[src/rtl/regfile_pkg.sv]
// ---------------------------------------------------------------------------
// regfile_pkg
// Shared constants and helpers for the 2-read / 1-write register file.
//   REGFILE_DATA_W / REGFILE_ADDR_W / REGFILE_DEPTH : default geometry
//   clog2(value) : minimum address width (at least 1) needed to index
//                  'value' entries, for callers deriving ADDR_W from DEPTH
// ---------------------------------------------------------------------------
package regfile_pkg;

  localparam int REGFILE_DATA_W = 16;
  localparam int REGFILE_ADDR_W = 3;
  localparam int REGFILE_DEPTH  = 8;

  // Ceiling log2, clamped to 1 so a single-entry file still has an address bit.
  function automatic int clog2(input int value);
    int width;
    width = 1;
    for (int i = 1; i < 31; i++) begin
      if ((32'sd1 << i) < value) begin
        width = i + 1;
      end else begin
        width = width;
      end
    end
    return width;
  endfunction

endpackage

[src/rtl/regfile_rd_port.sv]
// ---------------------------------------------------------------------------
// regfile_rd_port
// One registered read port of the register file.
//   i_clk, i_rst        : clock, synchronous active-high reset
//   i_rd_en, i_rd_addr  : read request and address
//   i_entry_data        : storage word selected by i_rd_addr (from the top)
//   i_wr_en, i_wr_addr,
//   i_wr_data           : same-cycle write, used for write-first bypass
//   o_rd_data           : registered read data (holds when no request)
//   o_rd_valid          : one-cycle strobe, o_rd_data updated this cycle
//   o_addr_oor          : combinational, enabled read to address >= DEPTH
// ---------------------------------------------------------------------------
module regfile_rd_port
  import regfile_pkg::*;
#(
  parameter int                 DATA_W  = REGFILE_DATA_W,
  parameter int                 ADDR_W  = REGFILE_ADDR_W,
  parameter int                 DEPTH   = REGFILE_DEPTH,
  parameter logic [DATA_W-1:0]  RST_VAL = {DATA_W{1'b0}}
) (
  input  logic              i_clk,
  input  logic              i_rst,
  input  logic              i_rd_en,
  input  logic [ADDR_W-1:0] i_rd_addr,
  input  logic [DATA_W-1:0] i_entry_data,
  input  logic              i_wr_en,
  input  logic [ADDR_W-1:0] i_wr_addr,
  input  logic [DATA_W-1:0] i_wr_data,
  output logic [DATA_W-1:0] o_rd_data,
  output logic              o_rd_valid,
  output logic              o_addr_oor
);

  // One extra bit so DEPTH == 2**ADDR_W is representable.
  localparam logic [ADDR_W:0] DEPTH_L = (ADDR_W + 1)'(DEPTH);

  logic              w_in_range;
  logic              w_bypass;
  logic [DATA_W-1:0] w_rd_next;
  logic [DATA_W-1:0] r_rd_data;
  logic              r_rd_valid;

  assign w_in_range = ({1'b0, i_rd_addr} < DEPTH_L);

  // An in-range read address that equals the write address implies the
  // write is in range too, so the write-side range check is not repeated.
  assign w_bypass   = i_wr_en & (i_wr_addr == i_rd_addr) & w_in_range;

  assign o_addr_oor = i_rd_en & ~w_in_range;

  // Select the word to capture: out-of-range, then bypass, then storage.
  always_comb begin
    w_rd_next = RST_VAL;
    if (!w_in_range) begin
      w_rd_next = RST_VAL;
    end else if (w_bypass) begin
      w_rd_next = i_wr_data;
    end else begin
      w_rd_next = i_entry_data;
    end
  end

  // Output data/valid registers; data holds when no read is requested.
  always_ff @(posedge i_clk) begin
    if (i_rst) begin
      r_rd_data  <= RST_VAL;
      r_rd_valid <= 1'b0;
    end else begin
      r_rd_valid <= i_rd_en;
      if (i_rd_en) begin
        r_rd_data <= w_rd_next;
      end
    end
  end

  assign o_rd_data  = r_rd_data;
  assign o_rd_valid = r_rd_valid;

endmodule

[src/rtl/regfile_2r1w.sv]
// ---------------------------------------------------------------------------
// regfile_2r1w
// Parametrised register file: one write port and two independent registered
// read ports, all usable every cycle, with write-first bypass.
//   CLK, RST          : clock, synchronous active-high reset (clears storage)
//   WrEn/WrAddr/WrData: write port, out-of-range writes are dropped
//   RdEnA/RdAddrA     : read request port A -> RdDataA/RdValidA next cycle
//   RdEnB/RdAddrB     : read request port B -> RdDataB/RdValidB next cycle
//   AddrErr           : registered, 1 for one cycle after any enabled access
//                       (write or either read) to an address >= DEPTH
// ---------------------------------------------------------------------------
module regfile_2r1w
  import regfile_pkg::*;
#(
  parameter int                 DATA_W  = REGFILE_DATA_W,
  parameter int                 ADDR_W  = REGFILE_ADDR_W,
  parameter int                 DEPTH   = REGFILE_DEPTH,
  parameter logic [DATA_W-1:0]  RST_VAL = {DATA_W{1'b0}}
) (
  input  logic              CLK,
  input  logic              RST,
  input  logic              WrEn,
  input  logic [ADDR_W-1:0] WrAddr,
  input  logic [DATA_W-1:0] WrData,
  input  logic              RdEnA,
  input  logic [ADDR_W-1:0] RdAddrA,
  output logic [DATA_W-1:0] RdDataA,
  output logic              RdValidA,
  input  logic              RdEnB,
  input  logic [ADDR_W-1:0] RdAddrB,
  output logic [DATA_W-1:0] RdDataB,
  output logic              RdValidB,
  output logic              AddrErr
);

  localparam logic [ADDR_W:0] DEPTH_L = (ADDR_W + 1)'(DEPTH);

  logic [DATA_W-1:0] r_mem [DEPTH];
  logic [DEPTH-1:0]  w_wr_sel;
  logic              w_wr_oor;
  logic [DATA_W-1:0] w_entry_a;
  logic [DATA_W-1:0] w_entry_b;
  logic              w_oor_a;
  logic              w_oor_b;
  logic              r_addr_err;

  assign w_wr_oor = WrEn & ~({1'b0, WrAddr} < DEPTH_L);

  // One-hot write decode; an out-of-range address matches no entry.
  always_comb begin
    w_wr_sel = {DEPTH{1'b0}};
    for (int i = 0; i < DEPTH; i++) begin
      if (WrEn && (WrAddr == ADDR_W'(i))) begin
        w_wr_sel[i] = 1'b1;
      end else begin
        w_wr_sel[i] = 1'b0;
      end
    end
  end

  // Storage array: cleared on reset, otherwise updated by the decoded write.
  always_ff @(posedge CLK) begin
    for (int i = 0; i < DEPTH; i++) begin
      if (RST) begin
        r_mem[i] <= RST_VAL;
      end else if (w_wr_sel[i]) begin
        r_mem[i] <= WrData;
      end
    end
  end

  // Storage fetch per port; guarded so a non-existent entry is never indexed.
  always_comb begin
    w_entry_a = RST_VAL;
    w_entry_b = RST_VAL;
    if ({1'b0, RdAddrA} < DEPTH_L) begin
      w_entry_a = r_mem[RdAddrA];
    end else begin
      w_entry_a = RST_VAL;
    end
    if ({1'b0, RdAddrB} < DEPTH_L) begin
      w_entry_b = r_mem[RdAddrB];
    end else begin
      w_entry_b = RST_VAL;
    end
  end

  regfile_rd_port #(
    .DATA_W  (DATA_W),
    .ADDR_W  (ADDR_W),
    .DEPTH   (DEPTH),
    .RST_VAL (RST_VAL)
  ) u_rd_port_a (
    .i_clk        (CLK),
    .i_rst        (RST),
    .i_rd_en      (RdEnA),
    .i_rd_addr    (RdAddrA),
    .i_entry_data (w_entry_a),
    .i_wr_en      (WrEn),
    .i_wr_addr    (WrAddr),
    .i_wr_data    (WrData),
    .o_rd_data    (RdDataA),
    .o_rd_valid   (RdValidA),
    .o_addr_oor   (w_oor_a)
  );

  regfile_rd_port #(
    .DATA_W  (DATA_W),
    .ADDR_W  (ADDR_W),
    .DEPTH   (DEPTH),
    .RST_VAL (RST_VAL)
  ) u_rd_port_b (
    .i_clk        (CLK),
    .i_rst        (RST),
    .i_rd_en      (RdEnB),
    .i_rd_addr    (RdAddrB),
    .i_entry_data (w_entry_b),
    .i_wr_en      (WrEn),
    .i_wr_addr    (WrAddr),
    .i_wr_data    (WrData),
    .o_rd_data    (RdDataB),
    .o_rd_valid   (RdValidB),
    .o_addr_oor   (w_oor_b)
  );

  // Address error flag: set for one cycle after any out-of-range access.
  always_ff @(posedge CLK) begin
    if (RST) begin
      r_addr_err <= 1'b0;
    end else begin
      r_addr_err <= w_wr_oor | w_oor_a | w_oor_b;
    end
  end

  assign AddrErr = r_addr_err;

endmodule

[config.mk]
export PLATFORM = sky130hd
export DESIGN_NAME = regfile_2r1w
export DESIGN_NICKNAME = d
export VERILOG_FILES = /design/src/rtl/regfile_pkg.sv /design/src/rtl/regfile_rd_port.sv /design/src/rtl/regfile_2r1w.sv
export SDC_FILE = /design/constraint.sdc
export NUM_CORES = 1
export LEC_CHECK = 0
export ABC_AREA = 1
export CORE_ASPECT_RATIO = 1.5
export CORE_MARGIN = 3
export CORE_UTILIZATION = 45
export DETAILED_ROUTE_END_ITERATION = 8
export MAX_ROUTING_LAYER = met4
export SLEW_MARGIN = 0
export SYNTH_ARGS = -nofsm -noshare
export SYNTH_HDL_FRONTEND = slang
export SYNTH_HIERARCHICAL = 1
export SYNTH_SLANG_ARGS = --single-unit
[constraint.sdc]
create_clock -name CLK -period 6 [get_ports CLK]
set_input_delay 0.9 -clock CLK [delete_from_list [all_inputs] [get_ports CLK]]
set_output_delay 0.9 -clock CLK [all_outputs]
set_load 0.03 [all_outputs]
After elaboration in Yosys (flattened, before gate mapping)
Memories as Yosys holds them, arrays and structs flattened.
Index checks and enable logic that the tools add are counted.
{"block": "totals", "reg_bits": 34, "mem_bits_rw": 128, "input_bits": 30, "output_inout_bits": 35, "word_cells": 77, "mem_count": 1}
{"block": "op_classes", "eq_ne": 9, "n_mux": 44, "bitwise_logic": 10, "reduce_logical": 9}
{"memory": "r_mem", "depth": 8, "word_bits": 16, "rd": 2, "rd_clocked_by_memory_dff": 0, "write_ports": 8, "line": "regfile_2r1w.sv:38", "source": "logic [DATA_W-1:0] r_mem [DEPTH];"}
{"op": "$mux 16", "count": 10}
{"op": "$mux 1", "count": 34}
{"op": "$eq 3x3->1 const B", "count": 4}
{"op": "$logic_and 1x1->1", "count": 8}
{"op": "$or 1x1->1", "count": 8}
{"op": "$eq 3x2->1 const B", "count": 2}
{"op": "$eq 3x3->1", "count": 2}
{"op": "$eq 3x1->1 const B", "count": 1}
{"op": "$logic_not 3->1", "count": 1}
{"op": "$and 1x1->1", "count": 2}

Logic depth before layout (Yosys ltp)
Gate-level depths: netlist of run 1.
{"block": "depth", "depth_word": 7, "mapped_depth": 11, "mapped_depth_nobuf": 10}

Hierarchy
The synthesis of run 1 kept the hierarchy.
{"mod": "regfile_2r1w", "instances": 1, "cells_per_inst": 1043, "area_per_inst_um2": 7729.9, "seq_area_each_um2": 3863.7}
{"mod": "regfile_rd_port", "instances": 2, "cells_per_inst": 159, "area_per_inst_um2": 1014.7, "seq_area_each_um2": 340.3}

Worst setup path before layout of run 1
No wires, ideal clock.
{"block": "synth_timing", "kind": "input -> register", "startpoint": "input WrEn", "endpoint": "memory r_mem[7][0] (netlist bit), enable pin", "setup_ns": 0.411, "t_arrival_ns": 2.164, "required_ns": 5.589, "path_slack_ns": 3.425, "path_stages": 2, "path_buffers": 0, "path_cell_list": "nand2_2 o21ai_0"}
{"element": "start, declared", "line": "regfile_2r1w.sv:22", "source": "input logic WrEn,"}
{"element": "end, declared", "line": "regfile_2r1w.sv:38"}

Worst setup path in the final report of run 1
{"block": "layout_timing", "startpoint": "input RdAddrB[1]", "endpoint": "register u_rd_port_b.r_rd_data[10], in the netlist u_rd_port_b/o_rd_data[10]"}
{"block": "layout_between", "word_cells_on_any_way": 4, "cone_classes": "1 x eq/ne; 1 x mux; 1 x bitwise; 1 x memory"}
{"element": "start, declared", "line": "regfile_2r1w.sv:30", "source": "input logic [ADDR_W-1:0] RdAddrB,"}
{"element": "$mem_v2 8x16"}
{"element": "via w_entry_b[10]", "line": "regfile_2r1w.sv:42", "source": "logic [DATA_W-1:0] w_entry_b;"}
{"element": "$mux 16", "line": "regfile_rd_port.sv:56", "source": "end else if (w_bypass) begin"}
{"element": "end signal, assigned", "line": "regfile_rd_port.sv:71", "source": "r_rd_data <= w_rd_next;"}
{"element": "end, declared", "line": "regfile_rd_port.sv:40", "source": "logic [DATA_W-1:0] r_rd_data;"}
The timed path passes the listed nets, and every way through them passes these cells.
A chain may end at the register's enable or synchronous reset.

==> impl_results.md, run 1 <==
- # setup viols final: 0
- Most common cell in the synthesized netlist: nand2_1
- RD Place Congestion: 0.850
- Mapped cell area: 9760 µm²
- Synth area leader: edfxtp_1
- Final Hold Fails: 0
- Die W: 126 µm
- Post-CTS Setup Repair Bufs: 0
- Endpoint type of the worst setup path: flop
- # diodes: 0
- Ys flop type: edfxtp_1
- Worst Skew: approximately 0.0058 ns
- Worst-path maximum fanout: 22
- Cells after Synth: between 1000 and 1500
- Setup TNS: 0 ns
- Total Routing Usage GR: 27.4%
- CTS root buffer: clkbuf_16
- CTS buffer count: 17
- Largest net degree at the start of global routing: 65
- Layout cells sized above 1: 6.16%
- Deepest clock path buffer count: 2
- CTS H-tree lvls: 4
- Grt ovf: 0
- Outcome: finished clean
- Post-synthesis sequential area ratio: 46.6%
- Final period utilization: roughly 53%
- Die area: roughly 24000 µm²
- # fillers: 2113
- Final hold slack: 0.549 ns
- Num Clock Sinks: 163
- Async set-reset flop share out of synthesis: 0%
- Dominant cells by area after synthesis: edfxtp_1, nand2_1, nand3_1
- Fmax achieved: 317 MHz
- Worst-path clk slew: 0.06 ns
- Synth-to-Final Area Change: 11.5%
- I/O pins: 65
- Avg Cell Area, Syn: around 7 µm²
- Drt pass-1 iters: 6
- WS Path Type: input pin to flop
- HP Class: flop to flop
- Global-route wire length before repair: 47800 µm
- Port buffer count: between 60 and 70
- Max-cap violations: 0
- Remaining DRCs: 0
- Synthesis-stage register bit count: 163
- Pleak: 0.00543 µW
- Initial antenna violation count: 0
- Layout Nets: 1412
- Most instantiated cells after synthesis: nand2_1, inv_1, nand3_1
- Vias post-DR: 8775
- Post-route ant nets: 0
- Least-Margin Pin Slew: 1.19 ns
- Uppermost routed layer: met4
- # hold bufs at CTS: 0
- Later-pin clock latency in the skew report: 0.43 ns
- Core Area: 21100 µm²
- CTS tree: done
- Headroom to the max-slew limit: 20.8%
- Num rows: 65
- Die H: 186 µm
- Vias/cell: 5.28
- Routed len/inst: 18.8 µm
- PD cells: roughly 270 nW/µm²
- Met3 WL: 2510 µm
- CP arrival: 3.49 ns
- WL final: about 31000 µm
- Number of library cell types mapped by synthesis: 23
- Yosys top cell area share: 39.4%
- Syn Nets: 1391
- Hpwl dp: 19600 µm
- Syn. warnings: 6
- RSZ-0062 raised after global routing: no
- CP required: 6.34 ns
- Met1 wire length: 12400 µm
- Final slew viol count: 0
- Worst setup SP type: input pin
- Post-CTS Resized: 0
- DRT iter0 DRCs: ~850
- IR drop worst, VDD: 221 µV
- EDFF count, synth: approximately 130
- DR WL met2: 15000 µm
- Initial Utilization: a little under half
- Vias in the first global route: 8415
- Tmin final: approximately 3.2 ns
## cells by family (layout without fill, tap and decap cells)
group,Yosys count,count (layout),synth area share [%]
AND/OR/NAND/NOR,920,920,40.4
buffers and inverters,275,309,12.9
flip-flops,163,163,46.6
other,2,2,0.0770
AO/OA/AOI/OAI,1,1,0.0512
## placed cells by master (no fill, tap or decap), types with 2 or more instances in the layout
cell             count
buf_2                2
buf_4               13
clkbuf_1             4
clkbuf_16           17
clkbuf_8             3
clkdlybuf4s50_1     62
clkinv_2             2
clkinvlp_4           5
conb_1               2
dfxtp_1             35
edfxtp_1           128
inv_1              192
inv_2                6
nand2_1            505
nand2_2              7
nand2_4              2
nand3_1            192
nand3_4              8
nor2_1             188
nor2_2              11
nor2_4               4
nor2_8               3
## routing by layer
layer | global-route usage, % | vias to the layer above
met2 | 44.2 | 416
met5 | - | -
met4 | 12.3 | 0
li1 | - | 4203
met1 | 33.7 | 4063
met3 | 4.41 | 93
## worst max-delay path, cell delays in order
cell and delay (ns):
clkdlybuf4s50_1 1.07, inv_1 0.47, buf_4 0.38, nand3_1 0.12, nand2_1 0.08, nand2_1 0.07
nand2_1 0.09, nand2_1 0.08, nand3_1 0.10, nand2_1 0.08, inv_1 0.03
## flip-flops by register name, summed over array words and instances, names as in the netlist
signal	count
u_rd_port_b/o_rd_data	16
u_rd_port_b/o_rd_valid	1
u_rd_port_a/o_rd_data	16
r_mem	128
u_rd_port_a/o_rd_valid	1
AddrErr	1
## path summary, 6_finish.rpt
check	startpoint	endpoint	slack (ns)	depth (start not counted)
max	RdAddrB[1]	u_rd_port_b/o_rd_data[10]$_SDFFE_PP0P_	2.85	11
min	u_rd_port_a/o_rd_data[11]$_SDFFE_PP0P_	u_rd_port_a/o_rd_data[11]$_SDFFE_PP0P_	0.55	4
min reg2reg	u_rd_port_a/o_rd_data[11]$_SDFFE_PP0P_	u_rd_port_a/o_rd_data[11]$_SDFFE_PP0P_	0.55	4
max reg2reg	r_mem[3][12]$_SDFFCE_PN0P_	u_rd_port_a/o_rd_data[12]$_SDFFE_PP0P_	4.71	10
## report_power, final
group,switching [µW],total [µW],internal (µW)
Clock,451,1050,602
Combinational,366,523,157
Sequential,29.8,1330,1300
## per-stage QoR
step           power (µW)  area, µm²  util [%]  std cells  worst slack (ns)
2_1_floorplan        1690       9760         -       1361              3.42
3_3_place_gp         1870      10300      48.8       1631              2.46
3_5_place_dp         1870      10300      48.8       1631              2.45
4_1_cts              2910      10900      51.5       1663              2.89
5_1_grt              3010      10900      51.5       1663              2.70
6_report             2900      10900      51.5       1663              2.85
## area by class of cell
type                            instances  area, µm²  share of cell area [%]
Sequential cell                       163       4540                    41.8
Multi-Input combinational cell        923       3960                    36.4
Inverter                              200        758                    6.97
Timing Repair Buffer                   77        728                    6.69
Clock buffer                           24        482                    4.43
Tap cell                              268        335                    3.08
Clock inverter                          8       77.6                   0.713
Note: power is estimated with default switching activity, not from simulation.
==> run 2, diff against run 1 <==
==> constraint.sdc (replaced) <==
create_clock -name CLK -period 3.2 [get_ports CLK]
set_input_delay 0.48 -clock CLK [delete_from_list [all_inputs] [get_ports CLK]]
set_output_delay 0.48 -clock CLK [all_outputs]
set_load 0.03 [all_outputs]
==> run 2 against run 1 <==
Die area unchanged. Via count fell by 0.41%. Final area increased by 1.1%. Non-clock buffer count increased by 12. Cell count up 0.60%. Total power up 91%. Hold slack improved by 0.0024 ns. Wire length increased by 0.30%. Sequential power up 86%. Clock power increased by 95%.
==> impl_results.md, run 2 (same netlist as run 1, synthesis figures left out) <==
- Outcome: finished clean
- Core Area: 21100 µm² (unchanged)
- RR Startpoint: r_mem[5][12]$_SDFFCE_PN0P_
- Global-route wire length before repair: 48400 µm (+1.4%)
- Pre-CTS setup slack: 0.647 ns (-1.80 ns)
- Grt ovf: 0 (unchanged)
- R2R setup slack: 1.89 ns (-2.82 ns)
- Hold path depth: 4 (unchanged)
- Final period utilization: approximately two thirds
- Drt pass-1 iters: 5 (-1)
- Worst setup SP type: input pin
- Final slew viol count: 0 (unchanged)
- RSZ-0062 raised after global routing: no
- Initial Utilization: 46.2% (unchanged)
- Setup TNS: 0 ns (unchanged)
- Hpwl dp: 20500 µm (+4.5%)
- CTS root buffer: clkbuf_16
- # setup viols final: 0 (unchanged)
- Largest reg by FF count: r_mem
- CP required: 3.53 ns (-2.81 ns)
- Post-CTS Resized: 0 (unchanged)
- Reg2reg path depth: 10 (unchanged)
- Die W: 126 µm (unchanged)
- Fmax achieved: 461 MHz
- # diodes: 0 (unchanged)
- Least-Margin Pin Slew: 0.871 ns (-0.314 ns)
- Most frequent cells in the layout: nand2_1, inv_1, nand3_1, nor2_1, edfxtp_1
- Bufs and invs on worst path: 4 (unchanged)
- Crit path max-delay family: buffers and inverters
- Max-cap violations: 0 (unchanged)
- # hold bufs at CTS: 0 (unchanged)
- Crit path largest cell delay: 0.49 ns (-0.58 ns)
- Num Clock Sinks: 163 (unchanged)
- Most frequent CP cell: nand2_1
- PD cells: 504 nW/µm² (+89%)
- Later-pin clock latency in the skew report: 0.44 ns (about the same)
- Vias/cell: 5.22 (-1.0%)
- I/O pins: 65 (unchanged)
- Port buffer count: 64 (unchanged)
- Total Routing Usage GR: 27.8% (+0.48 points)
- Vias post-DR: 8739 (-0.41%)
- Worst-path maximum fanout: 34 (+55%)
- Worst-path clk slew: 0.06 ns (about the same)
- Routed len/inst: 18.8 µm (-0.30%)
- WS Path Type: input pin to flop
- Worst reg2reg path endpoint: u_rd_port_b/o_rd_data[12]$_SDFFE_PP0P_
- Critical path cell sequence: clkdlybuf4s50_1 > buf_4 > inv_1 > nand2_1 > nand2_2 > nor2_8 > nand2_4 > nand2_1 > nand3_1 > nand2_1 > inv_1
- Synth-to-Final Area Change: 12.7%
- Endpoint type of the worst setup path: flop
- Worst Skew: 0.00757 ns (+0.00182 ns)
- Vias in the first global route: 8422 (+0.083%)
- WL final: 31400 µm (+0.30%)
- Critical Path Slowest Stage Cell: clkdlybuf4s50_1
- Largest net degree at the start of global routing: 49 (-25%)
- Headroom to the max-slew limit: 41.9% (+21 points)
- Remaining DRCs: 0 (unchanged)
- Die area: 23500 µm² (unchanged)
- CTS H-tree lvls: 4 (unchanged)
- Critical path capture point: u_rd_port_b/o_rd_data[2]$_SDFFE_PP0P_
- Post-CTS Setup Repair Bufs: 0 (unchanged)
- Setup WS post-layout: 1.03 ns (-1.81 ns)
- Total power: 5540 µW (+91%)
- Layout cells sized above 1: 6.98% (+0.81 points)
- Layout Nets: 1424 (+0.85%)
- Pleak: 0.00550 µW (+1.4%)
- Critical path origin: RdAddrB[1]
- RD Place Congestion: 0.909 (+6.9%)
- Most common cell after layout, fill and taps aside: nand2_1
- DRT iter0 DRCs: 856 (+1.1%)
- CTS tree: done
- HP Class: flop to flop
- Final Hold Fails: 0 (unchanged)
- Initial antenna violation count: 0 (unchanged)
- Max reg flops: 128 (unchanged)
- Tmin final: about 2.2 ns
- Final hold slack: 0.551 ns (+0.00236 ns)
- Worst hold start: u_rd_port_b/o_rd_data[10]$_SDFFE_PP0P_
- CP arrival: 2.50 ns (-0.99 ns)
- Post-route ant nets: 0 (unchanged)
- CTS buffer count: 17 (unchanged)
- Crit path depth: 11 (unchanged)
- IR drop worst, VDD: 405 µV (+83%)
- Num rows: 65 (unchanged)
- Deepest clock path buffer count: 2 (unchanged)
- Die H: 186 µm (unchanged)
## run 2: worst reg2reg max path: cells and delay by family, from the launching register on
family,cells,cell delay [ns]
buffers and inverters,2,0.10
DFF,1,0.35
and+or+nand+nor,8,0.76
## run 2: how the worst min path moves through the flow
| stage | end |
|---|---|
| 2_1_floorplan | u_rd_port_a/o_rd_data[10]$_SDFFE_PP0P_ |
| 3_3_place_gp | u_rd_port_a/o_rd_data[7]$_SDFFE_PP0P_ |
| 3_5_place_dp | u_rd_port_a/o_rd_data[4]$_SDFFE_PP0P_ |
| 4_1_cts | u_rd_port_b/o_rd_data[9]$_SDFFE_PP0P_ |
| 5_1_grt | u_rd_port_a/o_rd_data[4]$_SDFFE_PP0P_ |
| 6_report | u_rd_port_b/o_rd_data[10]$_SDFFE_PP0P_ |
## run 2: layout make-up
class | count | area (µm²)
clock buffers | 19 | 433
clock inverters | 11 | 139
fillers | 2084 | 10100
inverters | 200 | 758
multi-input cells | 923 | 3960
flip-flops and latches | 163 | 4540
well taps | 268 | 335
repair buffers | 89 | 831
## run 2: per-layer routing
metal | routed length [µm] | share of wire (%) | global-route usage, % | vias to the layer above
met5 | 0 | 0 | - | -
met2 | 15200 | 49 | 44.4 | 429
met1 | 12100 | 39 | 34.4 | 4013
met3 | 2670 | 8.5 | 4.93 | 79
met4 | 1380 | 4.4 | 12.8 | 0
li1 | - | - | - | 4218
## run 2: report_power, final
part           leakage, µW  internal, µW  switching, µW
Sequential         0.00153          2430           46.8
Clock             0.000274          1210            840
Combinational      0.00370           307            705
Total              0.00550          3940           1590
## run 2: stage by stage
step	cell area [µm²]	utilization, %	std cells
2_1_floorplan	9760	-	1361
3_3_place_gp	10400	49.3	1643
3_5_place_dp	10400	49.3	1643
4_1_cts	11000	52.0	1673
5_1_grt	11000	52.0	1673
6_report	11000	52.0	1673
==> run 3, diff against run 2 <==
==> constraint.sdc (replaced) <==
create_clock -name CLK -period 2.2 [get_ports CLK]
set_input_delay 0.33 -clock CLK [delete_from_list [all_inputs] [get_ports CLK]]
set_output_delay 0.33 -clock CLK [all_outputs]
set_load 0.03 [all_outputs]
==> run 3 against run 2 <==
Sequential share of layout area is 1.1 points lower. Combinational power rose by 50%. Critical endpoint is now RdDataB[12]. Worst setup slack got worse by 0.76 ns.
==> impl_results.md, run 3 (same netlist as run 1, synthesis figures left out) <==
- DRT iter0 DRCs: 849 (-0.82%)
- Clock network power share: 38.1% (+1.1 points)
- I/O pins: 65 (unchanged)
- Total Routing Usage GR: 27.6% (-0.21 points)
- P_int: 5920 µW (+50%)
- Endpoint type of the worst setup path: primary output
- # fillers: 2107 (+1.1%)
- Fmax achieved: 519 MHz
- Least-Margin Pin Slew: 0.768 ns (-0.103 ns)
- RSZ-0062 raised after global routing: no
- Crit path largest cell delay: 0.72 ns (+0.23 ns)
- Max-cap violations: 0 (unchanged)
- # diodes: 0 (unchanged)
- Port buffer count: 64 (unchanged)
- GR Util met3: 4.61% (-0.32 points)
- Busiest grt layer: met2
- Later-pin clock latency in the skew report: 0.44 ns (about the same)
- WL final: 31300 µm (-0.25%)
- CTS tree: done
- Grt ovf: 0 (unchanged)
- Non-filler cells, final: 1685 (+0.72%)
- CTS H-tree lvls: 4 (unchanged)
- Remaining DRCs: 0 (unchanged)
- GR met2 Demand/Resource: 45.8% (+1.4 points)
- CTS buffer count: 17 (unchanged)
- Pleak: 0.00564 µW (+2.4%)
- GR Util met1: 33.0% (-1.4 points)
- Initial antenna violation count: 0 (unchanged)
- Comb power frac: 18.3% (about the same)
- Vias/cell: 5.22 (-0.12%)
- Die area: 23500 µm² (unchanged)
- Placed Cells: 1653 (+0.61%)
- RD Place Congestion: 0.880 (-3.1%)
- Setup TNS: 0 ns (unchanged)
- Final Hold Fails: 0 (unchanged)
- Crit path max-delay family: buffers and inverters
- Core Area: 21100 µm² (unchanged)
- Layout cells sized above 1: 7.76% (+0.79 points)
- Routed len/inst: 18.6 µm (-0.96%)
- Bufs and invs on worst path: 1 (-3)
- Final slew viol count: 0 (unchanged)
- Worst-path clk slew: 0.07 ns (about the same)
- Worst Skew: 0.00599 ns (-0.00158 ns)
- Largest net degree at the start of global routing: 65 (+33%)
- Largest reg by FF count: r_mem
- Headroom to the max-slew limit: 48.7% (+6.9 points)
- Most common cell after layout, fill and taps aside: nand2_1
- Final hold slack: 0.550 ns (-0.000647 ns)
- # setup viols final: 0 (unchanged)
- Post-route ant nets: 0 (unchanged)
- Post-CTS Setup Repair Bufs: 0 (unchanged)
- Final Cell Area: 11300 µm² (+2.7%)
- Worst setup SP type: flop
- Critical Path Slowest Stage Cell: clkdlybuf4s50_1
- Die W: 126 µm (unchanged)
- PD cells: 733 nW/µm² (+46%)
- Num Clock Sinks: 163 (unchanged)
- Layout Nets: 1434 (+0.70%)
- Outcome: finished clean
- Global-route wire length before repair: 47900 µm (-1.2%)
- Sw Share: 28.5% (-0.26 points)
- Critical path cell sequence: clkdlybuf4s50_1
- Total power: 8280 µW (+50%)
- Num rows: 65 (unchanged)
- Deepest clock path buffer count: 2 (unchanged)
- IR drop worst, VDD: 594 µV (+47%)
- Synth-to-Final Area Change: 15.7%
- Vias post-DR: 8791 (+0.60%)
- Sequential share of power: 43.6% (-1.1 points)
- WS Path Type: flop to primary output
- Hpwl dp: 20100 µm (-1.9%)
- NetSw: 2360 µW (+48%)
- CP arrival: 1.60 ns (-0.90 ns)
- Placed Instance Area: 10700 µm² (+2.4%)
- CTS root buffer: clkbuf_16
- HP Class: flop to flop
- Final period utilization: 87.6%
- # hold bufs at CTS: 0 (unchanged)
- Worst-path maximum fanout: 2 (-94%)
- Tmin final: 1.93 ns
- Die H: 186 µm (unchanged)
- CP required: 1.87 ns (-1.66 ns)
- Vias in the first global route: 8447 (+0.30%)
- Post-CTS Resized: 0 (unchanged)
- Most frequent cells in the layout: nand2_1, inv_1, nand3_1, nor2_1, edfxtp_1
- Initial Utilization: 46.2% (unchanged)
- Drt pass-1 iters: 5 (unchanged)
- Max reg flops: 128 (unchanged)
[run 3: changes by cell type in the layout (fill, tap and decap cells not counted)]
cell	delta
clkinv_1	+1
clkbuf_1	-1
buf_12	+14
clkinv_4	+2
clkinvlp_2	-1
bufinv_16	+1
buf_4	-4
clkinvlp_4	+1
clkinv_2	-1
[run 3: power groups by stage]
stage,sequential [µW],clock [µW],combinational [µW]
2_1_floorplan,3750,0,861
6_report,3610,3160,1520
4_1_cts,3610,3180,1510
3_5_place_dp,3680,0,1500
3_3_place_gp,3670,0,1490
5_1_grt,3630,3320,1650
[run 3: path summary, 6_finish.rpt]
kind,startpoint,end,slack (ns),depth (start not counted)
min reg2reg,u_rd_port_a/o_rd_data[11]$_SDFFE_PP0P_,u_rd_port_a/o_rd_data[11]$_SDFFE_PP0P_,0.55,4
max reg2reg,r_mem[5][5]$_SDFFCE_PN0P_,u_rd_port_b/o_rd_data[5]$_SDFFE_PP0P_,0.98,10
max,u_rd_port_b/o_rd_data[12]$_SDFFE_PP0P_,RdDataB[12],0.27,1
min,u_rd_port_a/o_rd_data[11]$_SDFFE_PP0P_,u_rd_port_a/o_rd_data[11]$_SDFFE_PP0P_,0.55,4
[run 3: cell type report]
| class | count | area, µm² | share of cell area (%) |
|---|---|---|---|
| Clock buffer | 18 | 429 | 3.80 |
| Clock inverter | 14 | 188 | 1.66 |
| Inverter | 200 | 758 | 6.72 |
| Multi-Input combinational cell | 923 | 3960 | 35.0 |
| Sequential cell | 163 | 4540 | 40.2 |
| Tap cell | 268 | 335 | 2.97 |
| Timing Repair Buffer | 99 | 1080 | 9.57 |
[run 3: per-stage QoR]
stage / utilization [%] / setup slack, ns
3_3_place_gp: 50.5 / 0.261
5_1_grt: 53.4 / 0.257
3_5_place_dp: 50.5 / 0.239
2_1_floorplan: - / 0.195
4_1_cts: 53.4 / 0.258
6_report: 53.4 / 0.273
[run 3: routing by layer]
layer | vias up | wire length, µm
li1 | 4246 | -
met1 | 4097 | 12400
met2 | 361 | 15400
met3 | 87 | 2250
met4 | 0 | 1240
met5 | - | 0
